--- src/rtl/fifo_wptr_full.sv ---
// Write-side pointer and flag logic for an asynchronous FIFO. It synchronizes the Gray read
// pointer into wclk and generates the write enable, the address, and the full/level/overflow flags.
module fifo_wptr_full #(
    parameter int unsigned A_SIZE   = 4,
    parameter int unsigned AF_LEVEL = 12
) (
    input  logic              wclk,
    input  logic              wrst,
    input  logic              winc,
    input  logic              wovf_clr,
    input  logic [A_SIZE:0]   rptr_gray,
    output logic              wen,
    output logic [A_SIZE-1:0] waddr,
    output logic [A_SIZE:0]   wptr_gray,
    output logic              wfull,
    output logic              walmost_full,
    output logic [A_SIZE:0]   wlevel,
    output logic              woverflow
);

    localparam logic [A_SIZE:0] AfLevel = (A_SIZE + 1)'(AF_LEVEL);

    logic [A_SIZE:0] wq1_q, wq2_q;
    logic [A_SIZE:0] wbin_q, wbin_d;
    logic [A_SIZE:0] wgray_q, wgray_d;
    logic [A_SIZE:0] wlevel_q, wlevel_d;
    logic            wfull_q, wfull_d;
    logic            walmost_full_q, walmost_full_d;
    logic            woverflow_q, woverflow_d;
    logic [A_SIZE:0] rbin_s;
    logic [A_SIZE:0] full_cmp;

    assign wen          = winc & ~wfull_q;
    assign waddr        = wbin_q[A_SIZE-1:0];
    assign wptr_gray    = wgray_q;
    assign wfull        = wfull_q;
    assign walmost_full = walmost_full_q;
    assign wlevel       = wlevel_q;
    assign woverflow    = woverflow_q;

    // Full when the write pointer has lapped the synchronized read pointer exactly once.
    assign full_cmp = {~wq2_q[A_SIZE:A_SIZE-1], wq2_q[A_SIZE-2:0]};

    always_comb begin
        rbin_s         = '0;
        rbin_s[A_SIZE] = wq2_q[A_SIZE];
        for (int i = int'(A_SIZE) - 1; i >= 0; i--) begin
            rbin_s[i] = rbin_s[i+1] ^ wq2_q[i];
        end
    end

    always_comb begin
        wbin_d         = wbin_q + (A_SIZE + 1)'(wen);
        wgray_d        = wbin_d ^ (wbin_d >> 1);
        wfull_d        = (wgray_d == full_cmp);
        wlevel_d       = wbin_d - rbin_s;
        walmost_full_d = (wlevel_d >= AfLevel);
        woverflow_d    = woverflow_q;
        if (winc && wfull_q) begin
            woverflow_d = 1'b1;
        end else if (wovf_clr) begin
            woverflow_d = 1'b0;
        end
    end

    always_ff @(posedge wclk or posedge wrst) begin
        if (wrst) begin
            wq1_q          <= '0;
            wq2_q          <= '0;
            wbin_q         <= '0;
            wgray_q        <= '0;
            wfull_q        <= 1'b0;
            walmost_full_q <= 1'b0;
            wlevel_q       <= '0;
            woverflow_q    <= 1'b0;
        end else begin
            wq1_q          <= rptr_gray;
            wq2_q          <= wq1_q;
            wbin_q         <= wbin_d;
            wgray_q        <= wgray_d;
            wfull_q        <= wfull_d;
            walmost_full_q <= walmost_full_d;
            wlevel_q       <= wlevel_d;
            woverflow_q    <= woverflow_d;
        end
    end

endmodule

--- config.mk ---
export PLATFORM = sky130hd
export DESIGN_NAME = fifo_wptr_full
export DESIGN_NICKNAME = d
export VERILOG_FILES = /design/src/rtl/fifo_wptr_full.sv
export SDC_FILE = /design/constraint.sdc
export NUM_CORES = 1
export LEC_CHECK = 0
export ABC_CLOCK_PERIOD_IN_PS = 4400
export BUFFER_PORTS_ARGS = -buffer_cell sky130_fd_sc_hd__buf_2
export CORE_MARGIN = 1.5
export CORE_UTILIZATION = 45
export CTS_CLUSTER_SIZE = 8
export DETAILED_ROUTE_END_ITERATION = 8
export HOLD_SLACK_MARGIN = 0.12
export PLACE_DENSITY = 0.73
export SKIP_LAST_GASP = 1
export SLEW_MARGIN = 20
export SYNTH_ARGS = -nofsm -noshare
export SYNTH_HDL_FRONTEND = slang
export SYNTH_SLANG_ARGS = --single-unit
--- constraint.sdc ---
create_clock -name wclk -period 4.4 [get_ports wclk]
set_input_delay 0.44 -clock wclk [delete_from_list [all_inputs] [get_ports wclk]]
set_output_delay 0.44 -clock wclk [all_outputs]
set_load 0.01 [all_outputs]
==> out/metrics.csv <==
stage,metric,value,unit
logic_synthesis,synth unique cells,28,
cts,clock net sink count,27,
worst_setup_path,reg-to-reg startpoint,wq2_q[4]$_DFF_PP0_,
cts,TritonCTS clock tree,yes,
drt,drt drc,0,
timing,final setup violation count,0,
cts,CTS resizes,0,
worst_setup_path,"critical path fanouts, max",5,
placed_design,GPL Wtd Cong,0.806,
cts,Clock transition at path regs,130,ps
drt,WL final,1.73,mm
timing,fmax,323,MHz
timing,Fin. Hold Viols,0,
global_route,first-pass GRT wire length,2.88,mm
die,core box area,2500,sq um
timing,Tightest Pin Transition,922,ps
final_layout,fraction of layout cells with a size suffix above 1,29.5,%
placed_design,placed insts,148,
logic_synthesis,"EDFF count, synth",0,
pwr,Tot Pwr,1.11,mW
cts,hold buffer count at cts,0,
worst_setup_path,CP endpoint kind,flip-flop,
pwr,Max IR drop VDD,0.385,mV
cts,CTS Buf Count,3,
timing,Worst slew margin,38.1,%
die,Die W,54.8,um
logic_synthesis,"Cell Area, Synth",1210,sq um
drt,Vias/cell,4.86,
drt,vias,739,
placed_design,port bufs,26,
logic_synthesis,Mapped Cells,93,
final_layout,"Cell Count, Final, Fillers Out",152,
global_route,Total GRT Usage,13.8,%
worst_setup_path,RR Endpoint,walmost_full$_DFF_PP0_,
global_route,vias in the first global route,713,
final_layout,# diodes,0,
cts,CTS Buffer Depth,2,
final_layout,most frequent cells in the layout,"27 x dfrtp_1, 26 x buf_2, 12 x xnor2_1, 9 x inv_1",
drt,initial drt markers,5,
die,row count,18,
timing,"Slew Viols, Final",0,
global_route,initial antenna violation count,0,
pwr,Pleak,0.675,nW
timing,Total Neg Setup Slack,0,ps
final_layout,"commonest non-fill, non-tap cell in the layout",dfrtp_1,
logic_synthesis,ys flop type,dfrtp_1,
hold_path,Hold WC Path Type,input port to async pin,
placed_design,setup slack at placement,1320,ps
worst_setup_path,crit path DAT,3290,ps
final_layout,nets,139,
global_route,largest net degree at the start of global routing,28,
drt,drt first pass iters,4,
logic_synthesis,Syn Area/Cell,13.0,sq um
flow_run,Max Cap Viol,0,
global_route,global-route congestion overflow total,0,
logic_synthesis,register area share after synthesis,56.0,%
timing,Period minus WS final,3090,ps
worst_setup_path,R2R Setup Slk,1310,ps
pwr,PwrDens,798,nW/um^2
cts,H-tree depth,1,
die,initial cell density of the core,48.3,%
logic_synthesis,dominant cell type by area after synthesis,dfrtp_1,
final_layout,Layout Utilization,55.9,%
final_layout,area delta synth->final,15.6,%
logic_synthesis,ys async rst share,100,%
worst_setup_path,r2r worst-path depth,10,
timing,Final period util,70.3,%
timing,Setup Skew,4.66,ps
die,Die Ht,54.8,um
die,I/O Pins,27,
placed_design,post-DP HPWL,1.37,mm
logic_synthesis,warning count from the yosys run,0,
drt,DRT antenna net count,0,
worst_setup_path,Worst EP required,4590,ps
logic_synthesis,synthesized flop and latch total,27,
timing,RSZ-0062 raised after global routing,no,
worst_setup_path,crit path kind,flip-flop to flip-flop,
drt,drt wl/cell,11.4,um
logic_synthesis,syn nets,109,
cts,clock insertion delay at the later pin of the skew report,310,ps
cts,Post-CTS Setup Inserts,0,
worst_setup_path,crit path launch type,flip-flop,
logic_synthesis,post-synth top area share,56.0,%
cts,Root Driver,clkbuf_4,
logic_synthesis,Synth area leaders,"dfrtp_1 56%, xnor2_1 8.7%, ha_1 6.2%",
run_status,outcome,"complete, no violations",
die,die area,3000,sq um
timing,Setup WS post-layout,1310,ps
[metal layers]
metal  vias up  track usage (%)  routed length (um)
met1       352             16.0                 689
met2        23             24.0                 929
met5         -                0                   0
li1        362                -                   -
met4         0             6.25                  17
met3         2             3.28                  93
[per-stage QoR]
step           instance area [sq um]  hold WS (ps)
2_1_floorplan                   1210           331
3_3_place_gp                    1370           333
3_5_place_dp                    1370           336
4_1_cts                         1400           202
5_1_grt                         1400           187
6_report                        1400           191
[registers in the layout, summed over array words and instances, names as in the netlist]
name          flops
wlevel            5
walmost_full      1
wq1_q             5
wptr_gray         4
wq2_q             5
wfull             1
woverflow         1
wbin_q            5
[power breakdown]
part | internal [mW] | total, mW | leakage, nW | switching, mW
Clock | 0.0354 | 0.101 | 0.0150 | 0.0659
Combinational | 0.293 | 0.622 | 0.340 | 0.329
Sequential | 0.338 | 0.391 | 0.320 | 0.0532
[critical path: stages, from the launching register on]
cell	delay, ps
dfrtp_1	440
xnor2_1	260
xor2_1	250
xor2_1	300
xnor2_1	110
ha_1	220
fa_1	490
nor2b_1	140
o21ai_1	80
and3_1	190
or4b_1	510
[Yosys cell counts, drive strengths merged (2+ instances only)]
cell and n:
a21oi 2, dfrtp 27, ha 6, inv 10
nand2 3, nand3 4, nor2b 2, o21ai 2
xnor2 14, xor2 8
[logic make-up (layout without fill, tap and decap cells)]
kind of cell / count (synthesis) / after routing / share of synthesized area, %
AOI/OAI and AO/OA: 9 / 9 / 5.60
xor gates and xnor gates: 22 / 22 / 18.4
and+or+nand+nor: 16 / 16 / 7.77
adders and majority gates: 7 / 7 / 7.88
buffers and inverters: 11 / 40 / 3.52
DFF: 27 / 27 / 56.0
muxes: 1 / 1 / 0.829
[area by class of cell]
cell class                      instances  area [sq um]
Sequential cell                        27           676
Tap cell                               30          37.5
Clock buffer                            4          26.3
Fill cell                             217          1100
Inverter                               10          37.5
Timing Repair Buffer                   26           130
Multi-Input combinational cell         55           489
[how the worst max path moves through the flow]
stage / from / slack, ps / to
after floorplan: wq2_q[4]$_DFF_PP0_ / 1540 / walmost_full$_DFF_PP0_
after global placement: wq2_q[4]$_DFF_PP0_ / 1390 / walmost_full$_DFF_PP0_
after detailed placement: wq2_q[4]$_DFF_PP0_ / 1320 / walmost_full$_DFF_PP0_
after CTS: wq2_q[4]$_DFF_PP0_ / 1300 / walmost_full$_DFF_PP0_
after global routing: wq2_q[4]$_DFF_PP0_ / 1080 / walmost_full$_DFF_PP0_
final: wq2_q[4]$_DFF_PP0_ / 1310 / walmost_full$_DFF_PP0_
Power figures use the tool's default switching activity.
